File: src/rtl/xaui_link_sync_ctrl_if.sv
// Per-port XAUI MGT receive bundle: lane status/data into the link controller,
// per-lane reset and alignment controls back out to the transceiver.
interface xaui_link_sync_ctrl_if;
  logic [63:0] mgt_rxdata;
  logic [7:0]  mgt_rxcharisk;
  logic [7:0]  mgt_codevalid;
  logic [3:0]  mgt_rxlock;
  logic [3:0]  mgt_syncok;
  logic [3:0]  mgt_rxbufferr;
  logic [3:0]  mgt_rx_reset;
  logic [3:0]  mgt_enable_align;
  logic        mgt_enchansync;

  modport master (
    output mgt_rxdata, mgt_rxcharisk, mgt_codevalid, mgt_rxlock, mgt_syncok, mgt_rxbufferr,
    input  mgt_rx_reset, mgt_enable_align, mgt_enchansync
  );

  modport slave (
    input  mgt_rxdata, mgt_rxcharisk, mgt_codevalid, mgt_rxlock, mgt_syncok, mgt_rxbufferr,
    output mgt_rx_reset, mgt_enable_align, mgt_enchansync
  );
endinterface

File: src/rtl/xaui_link_sync_ctrl.sv
// XAUI per-port receive link controller: sequences MGT reset, lock, comma sync and
// /A/ lane deskew, declares link_up, and retrains when link health degrades.
module xaui_link_sync_ctrl #(
  parameter int RESET_CYCLES = 16,
  parameter int SYNC_TIMEOUT = 65535,
  parameter int ALIGN_COUNT  = 4,
  parameter int ERR_THRESH   = 8,
  parameter int ERR_WINDOW   = 1024
) (
  input  logic                     mgt_clk,
  input  logic                     reset,
  xaui_link_sync_ctrl_if.slave     mgt,
  output logic                     link_up,
  output logic [2:0]               link_state,
  output logic [15:0]              link_drop_cnt
);

  localparam logic [2:0] ST_RST       = 3'd0;
  localparam logic [2:0] ST_WAIT_LOCK = 3'd1;
  localparam logic [2:0] ST_COMMA     = 3'd2;
  localparam logic [2:0] ST_BOND      = 3'd3;
  localparam logic [2:0] ST_UP        = 3'd4;

  localparam int TIMER_MAX = (SYNC_TIMEOUT > RESET_CYCLES) ? SYNC_TIMEOUT : RESET_CYCLES;
  localparam int TIMER_W   = $clog2(TIMER_MAX + 1);
  localparam int ALIGN_W   = $clog2(ALIGN_COUNT + 1);
  localparam int ERR_W     = $clog2(ERR_THRESH + 1);
  localparam int WIN_W     = $clog2(ERR_WINDOW + 1);

  logic [2:0]         state;
  logic [2:0]         next_state;
  logic [TIMER_W-1:0] timer;
  logic [ALIGN_W-1:0] align_cnt;
  logic [ERR_W-1:0]   err_cnt;
  logic [WIN_W-1:0]   win_cnt;

  logic [7:0] a_hit;
  logic [3:0] col_b0;
  logic [3:0] col_b1;
  logic       aligned;
  logic       misaligned;
  logic       all_lock;
  logic       all_sync;
  logic       err_now;
  logic       win_wrap;
  logic       drop;
  logic       rst_done;
  logic       timeout;
  logic       align_done;

  // Byte slot k of rxdata lines up with charisk/codevalid bit k (lane k/2, byte k%2).
  always_comb begin
    a_hit = '0;
    for (int k = 0; k < 8; k++) begin
      a_hit[k] = mgt.mgt_rxcharisk[k] && (mgt.mgt_rxdata[8*k +: 8] == 8'h7C);
    end
  end

  assign col_b0     = {a_hit[6], a_hit[4], a_hit[2], a_hit[0]};
  assign col_b1     = {a_hit[7], a_hit[5], a_hit[3], a_hit[1]};
  assign aligned    = (&col_b0) | (&col_b1);
  assign misaligned = ((|col_b0) & ~(&col_b0)) | ((|col_b1) & ~(&col_b1));
  assign all_lock   = &mgt.mgt_rxlock;
  assign all_sync   = &mgt.mgt_syncok;
  assign err_now    = ~(&mgt.mgt_codevalid);
  assign win_wrap   = (win_cnt == WIN_W'(ERR_WINDOW - 1));
  assign drop       = ~all_lock | ~all_sync | (|mgt.mgt_rxbufferr) | (err_cnt >= ERR_W'(ERR_THRESH));
  assign rst_done   = (timer == TIMER_W'(RESET_CYCLES - 1));
  assign timeout    = (timer == TIMER_W'(SYNC_TIMEOUT - 1));
  assign align_done = aligned && !misaligned && (align_cnt == ALIGN_W'(ALIGN_COUNT - 1));

  always_comb begin
    next_state = state;
    case (state)
      ST_RST:       if (rst_done) next_state = ST_WAIT_LOCK;
      ST_WAIT_LOCK: begin
        if (all_lock)     next_state = ST_COMMA;
        else if (timeout) next_state = ST_RST;
      end
      ST_COMMA: begin
        if (!all_lock)     next_state = ST_RST;
        else if (all_sync) next_state = ST_BOND;
        else if (timeout)  next_state = ST_RST;
      end
      ST_BOND: begin
        if (!all_lock || !all_sync) next_state = ST_RST;
        else if (align_done)        next_state = ST_UP;
        else if (timeout)           next_state = ST_RST;
      end
      ST_UP:        if (drop) next_state = ST_RST;
      default:      next_state = ST_RST;
    endcase
  end

  always_ff @(posedge mgt_clk) begin
    if (reset) begin
      state     <= ST_RST;
      timer     <= '0;
      align_cnt <= '0;
    end else begin
      state <= next_state;
      timer <= ((next_state != state) || (state == ST_UP)) ? '0 : timer + 1'b1;
      if (state != ST_BOND)  align_cnt <= '0;
      else if (misaligned)   align_cnt <= '0;
      else if (aligned)      align_cnt <= align_cnt + 1'b1;
    end
  end

  // An error seen in the wrap cycle is the first count of the new window.
  always_ff @(posedge mgt_clk) begin
    if (reset || (state != ST_UP)) begin
      win_cnt <= '0;
      err_cnt <= '0;
    end else begin
      win_cnt <= win_wrap ? '0 : win_cnt + 1'b1;
      if (win_wrap)                                      err_cnt <= ERR_W'(err_now);
      else if (err_now && (err_cnt < ERR_W'(ERR_THRESH))) err_cnt <= err_cnt + 1'b1;
    end
  end

  always_ff @(posedge mgt_clk) begin
    if (reset) begin
      link_drop_cnt <= '0;
    end else if ((state == ST_UP) && (next_state == ST_RST) && (link_drop_cnt != 16'hFFFF)) begin
      link_drop_cnt <= link_drop_cnt + 16'd1;
    end
  end

  // Outputs are registered from the state being entered so they line up with link_state.
  always_ff @(posedge mgt_clk) begin
    if (reset) begin
      mgt.mgt_rx_reset     <= 4'hF;
      mgt.mgt_enable_align <= 4'h0;
      mgt.mgt_enchansync   <= 1'b0;
      link_up              <= 1'b0;
    end else begin
      mgt.mgt_rx_reset     <= (next_state == ST_RST) ? 4'hF : 4'h0;
      mgt.mgt_enable_align <= (next_state >= ST_COMMA) ? 4'hF : 4'h0;
      mgt.mgt_enchansync   <= (next_state >= ST_BOND);
      link_up              <= (next_state == ST_UP);
    end
  end

  assign link_state = state;

endmodule

File: src/flat_wrapper.sv
// flat-port wrapper written by rule: the top's interface ports become plain ports
module xaui_link_sync_ctrl_flat 
#(
  parameter int RESET_CYCLES = 16,
  parameter int SYNC_TIMEOUT = 65535,
  parameter int ALIGN_COUNT  = 4,
  parameter int ERR_THRESH   = 8,
  parameter int ERR_WINDOW   = 1024
)
  (mgt_clk, reset, link_up, link_state, link_drop_cnt, mgt_mgt_rxdata, mgt_mgt_rxcharisk, mgt_mgt_codevalid, mgt_mgt_rxlock, mgt_mgt_syncok, mgt_mgt_rxbufferr, mgt_mgt_rx_reset, mgt_mgt_enable_align, mgt_mgt_enchansync);
  xaui_link_sync_ctrl_if mgt_i ();
  input  logic mgt_clk;
  input  logic reset;
  output logic link_up;
  output logic [2:0] link_state;
  output logic [15:0] link_drop_cnt;
  input wire logic [$bits(mgt_i.mgt_rxdata)-1:0] mgt_mgt_rxdata;
  input wire logic [$bits(mgt_i.mgt_rxcharisk)-1:0] mgt_mgt_rxcharisk;
  input wire logic [$bits(mgt_i.mgt_codevalid)-1:0] mgt_mgt_codevalid;
  input wire logic [$bits(mgt_i.mgt_rxlock)-1:0] mgt_mgt_rxlock;
  input wire logic [$bits(mgt_i.mgt_syncok)-1:0] mgt_mgt_syncok;
  input wire logic [$bits(mgt_i.mgt_rxbufferr)-1:0] mgt_mgt_rxbufferr;
  output wire logic [$bits(mgt_i.mgt_rx_reset)-1:0] mgt_mgt_rx_reset;
  output wire logic [$bits(mgt_i.mgt_enable_align)-1:0] mgt_mgt_enable_align;
  output wire logic [$bits(mgt_i.mgt_enchansync)-1:0] mgt_mgt_enchansync;
  assign mgt_i.mgt_rxdata = mgt_mgt_rxdata;
  assign mgt_i.mgt_rxcharisk = mgt_mgt_rxcharisk;
  assign mgt_i.mgt_codevalid = mgt_mgt_codevalid;
  assign mgt_i.mgt_rxlock = mgt_mgt_rxlock;
  assign mgt_i.mgt_syncok = mgt_mgt_syncok;
  assign mgt_i.mgt_rxbufferr = mgt_mgt_rxbufferr;
  assign mgt_mgt_rx_reset = mgt_i.mgt_rx_reset;
  assign mgt_mgt_enable_align = mgt_i.mgt_enable_align;
  assign mgt_mgt_enchansync = mgt_i.mgt_enchansync;
  xaui_link_sync_ctrl #(.RESET_CYCLES(RESET_CYCLES), .SYNC_TIMEOUT(SYNC_TIMEOUT), .ALIGN_COUNT(ALIGN_COUNT), .ERR_THRESH(ERR_THRESH), .ERR_WINDOW(ERR_WINDOW)) u_core (.mgt_clk(mgt_clk), .reset(reset), .mgt(mgt_i), .link_up(link_up), .link_state(link_state), .link_drop_cnt(link_drop_cnt));
endmodule
File: config.mk
export PLATFORM = sky130hd
export DESIGN_NAME = xaui_link_sync_ctrl_flat
export DESIGN_NICKNAME = d
export VERILOG_FILES = /design/src/rtl/xaui_link_sync_ctrl_if.sv /design/src/rtl/xaui_link_sync_ctrl.sv /design/src/flat_wrapper.sv
export SDC_FILE = /design/constraint.sdc
export NUM_CORES = 1
export LEC_CHECK = 0
export CORE_UTILIZATION = 48
export CTS_BUF_LIST = sky130_fd_sc_hd__clkbuf_4 sky130_fd_sc_hd__clkbuf_8
export CTS_CLUSTER_DIAMETER = 100
export DETAILED_ROUTE_END_ITERATION = 10
export GPL_TIMING_DRIVEN = 0
export PLACE_DENSITY = 0.95
export SKIP_CTS_REPAIR_TIMING = 1
export SLEW_MARGIN = 20
export SYNTH_ARGS = -nofsm -noshare
export SYNTH_HDL_FRONTEND = slang
export SYNTH_SLANG_ARGS = --single-unit
File: constraint.sdc
create_clock -name mgt_clk -period 3.8 [get_ports mgt_clk]
set_input_delay 0.95 -clock mgt_clk [delete_from_list [all_inputs] [get_ports mgt_clk]]
set_output_delay 0.95 -clock mgt_clk [all_outputs]
set_load 0.03 [all_outputs]
==> metrics.md <==
| Metric | Value |
|---|---|
| Sequential fraction of the synthesis area | `0.3756` |
| Post-DR wirelength/cell | `15.07 um` |
| Hold Crit Class | `flop to flop` |
| NumNets Final | `594` |
| Slew HR | `0.6276` |
| Top-area cell type share of the netlist area | `0.3756` |
| Warnings, synthesis | `0` |
| Synthesized net count | `462` |
| CP max stage cell | `nor4_1` |
| Routed Antenna Nets | `0` |
| TritonCTS clock tree | `done` |
| Initial antenna violation count | `0` |
| MaxCap Viol Count | `0` |
| Die Wd | `81.56 um` |
| Core ar. | `6026 um2` |
| Clock skew | `9.056 ps` |
| DR pass1 iterations | `4` |
| # IOs | `123` |
| Most instantiated cells after synthesis | `dfxtp_1, nor2_1, nand2_1` |
| R2R depth | `8` |
| Share of cells above drive strength 1 | `0.07646` |
| Clock Latency Late Sink | `350 ps` |
| Total CTS buffers | `9` |
| Outcome | `finished clean` |
| Largest net degree at the start of global routing | `11` |
| Gate Count Post-Synth | `360` |
| Met3 usage | `0.08778` |
| Placed Area | `4343 um2` |
| CTS root buffer | `clkbuf_8` |
| CTS Buffer Depth | `2` |
| CP arrival | `3250 ps` |
| Initial Utilization | `0.5042` |
| Largest family of logic cells by synthesized area | `simple AND/OR/NAND/NOR gates` |
| Vias in the first global route | `3343` |
| Gr busiest metal | `met2` |
| Hold depth | `1` |
| Async S/R FF share, synth | `0` |
| Crit path kind | `input port to flop` |
| Worst setup EP type | `flop` |
| Placer Congestion | `0.8541` |
| Area growth from synthesis to layout | `49.71%` |
| Crit path time final | `3021 ps` |
| Place WS | `518.1 ps` |
| Count leader, synth | `dfxtp_1` |
| Yosys reg bits | `57` |
| CP max FO | `5` |
| H-Tree Depth | `3` |
| Post-DR vias/cell | `5.584` |
| Final Cycle Share | `0.7950` |
| R2r setup slk | `1530 ps` |
| DR vias | `3194` |
| Largest area contributor in the netlist | `dfxtp_1` |
| GRT met2 Usage | `0.5250` |
| Complex-gate fraction of the synthesized area | `0.1071` |
| Grt met1 use | `0.2656` |
| Total grt overflow | `0` |
| Synthesized area | `3038 um2` |
| Dpl hpwl | `6611 um` |
| Post-Route Hold Slack | `489.7 ps` |
| EDFF count, synth | `0` |
| Post-Synth Adder-Cell Area | `0.03295` |
| Worst-Margin Slew | `551.4 ps` |
| Die Area | `6651 um2` |
| Synth Flop Type | `dfxtp_1` |
| Unrepaired setup endpoints after global routing | `false` |
| Crit path cell chain | `clkdlybuf4s50_1 -> nand4b_1 -> nor4_1 -> nand4_1 -> a22oi_1 -> a41oi_1 -> a41o_1` |
| Clock transition at the registers of the reported paths | `60 ps` |
| Pwr/cell area | `287.4 nW/um2` |
| Final worst setup slack | `778.8 ps` |
| Syn_area_per_cell | `8.439 um2` |
| Post-synthesis xor/xnor area fraction | `0.1009` |
| Iteration-0 DRC Markers | `144` |
| Proportion of synthesized area in mux cells | `0.006590` |
| Simple-gate share of the synthesized area | `0.3299` |
| Highest cell delay on the worst timing path | `490 ps` |
| Rows | `28` |
| Setup TNS | `0 ps` |
| Leakage | `1.612 nW` |
| All-Layer GR Usage | `0.2787` |
| Critical Path Source Type | `input port` |
| DR DRC count | `0` |
| Synth cell types | `48` |
| Fmax | `331.0 MHz` |
| Die Y | `81.56 um` |
| Final Cell Area | `4548 um2` |
| # diodes | `0` |
| Final setup fails | `0` |
| Maximum vdd ir drop | `0.0002582 V` |
| CP required | `4030 ps` |
| Synth area leaders | `dfxtp_1, nor2_1, xor2_1` |
| PortBufs | `121` |
| Global-route wire length before repair | `14000 um` |
| WL final | `8619 um` |
| Slew Limit Fails | `0` |
| Tot Pwr | `1.307 mW` |
| CTS sink cnt | `57` |
| Filler cells | `401` |
| Hold Vio Cnt, Final | `0` |
-- sequential cells by signal, indices dropped and copies added (netlist names) --
signal / flops
u_core.align_cnt: 3
u_core.err_cnt: 4
u_core.link_drop_cnt: 16
u_core.link_state: 3
u_core.link_up: 1
u_core.mgt.mgt_enable_align: 1
u_core.mgt.mgt_enchansync: 1
u_core.mgt.mgt_rx_reset: 1
u_core.timer: 16
u_core.win_cnt: 11
-- path summary, 6_finish.rpt --
check,endpoint,from
min reg2reg,u_core.timer[0],u_core.timer[0]
max,u_core.mgt.mgt_rx_reset[2],mgt_mgt_rxdata[47]
max reg2reg,u_core.timer[8],u_core.timer[0]
min,u_core.timer[0],u_core.timer[0]
-- through the flow --
step | instances | utilization
after floorplan | 360 | -
after global placement | 556 | 0.7207
after detailed placement | 556 | 0.7207
after CTS | 572 | 0.7548
after global routing | 572 | 0.7548
final | 572 | 0.7548
-- routing by layer --
metal	routed length, um	vias to the layer above	part of all wire
li1	-	1557	-
met1	3285	1485	0.38
met2	4573	118	0.53
met3	501	34	0.058
met4	258	0	0.030
met5	0	-	0
-- cells in the final DEF (no fill, tap or decap), types with 2 or more instances in the layout --
cell / n
nand4b_1: 8
clkinv_2: 3
o31ai_1: 2
dfxtp_1: 57
or3_1: 3
clkdlybuf4s50_1: 121
o21ai_2: 2
and4_4: 2
nand2_1: 33
nor4_1: 10
nand3_1: 17
nor3_1: 3
buf_2: 3
and4_1: 4
and3_1: 7
clkbuf_1: 5
clkbuf_8: 11
nor2_1: 52
buf_4: 7
mux2i_1: 2
a211oi_1: 17
xnor2_1: 15
or4_1: 7
xor2_1: 20
a21oi_1: 9
inv_1: 9
buf_6: 2
ha_1: 8
nand2b_1: 11
nand4_1: 17
and2_1: 5
a31oi_1: 4
-- where the power goes --
group	total, mW	internal [mW]	switching [mW]
sequential	0.603	0.600	0.00300
clock	0.578	0.336	0.242
combinational	0.126	0.0936	0.0322
total	1.31	1.03	0.278
-- cells by family after synthesis --
logic type      after synthesis
xor+xnor                     35
flops                        57
simple gates                187
mux                           2
compound gates               45
buf+inv                      26
fa+ha+maj                     8
-- worst max-delay path: cells and delay by family --
kind,cells,cell delay [ps]
and+or+nand+nor,3,880
AOI/OAI and AO/OA,3,1010
buffers and inverters,1,400
-- final cells by class --
class / count / area [um2] / share of cell area
sequential: 57 / 1141 / 0.2509
timing repair buffer: 121 / 1211 / 0.2663
buffer: 17 / 108.9 / 0.02393
multi-input combinational: 277 / 1754 / 0.3857
inverter: 9 / 33.78 / 0.007428
clock buffer: 11 / 151.4 / 0.03329
tap: 75 / 93.84 / 0.02063
clock inverter: 5 / 53.80 / 0.01183
No activity file was read; power rests on OpenSTA's default activity.
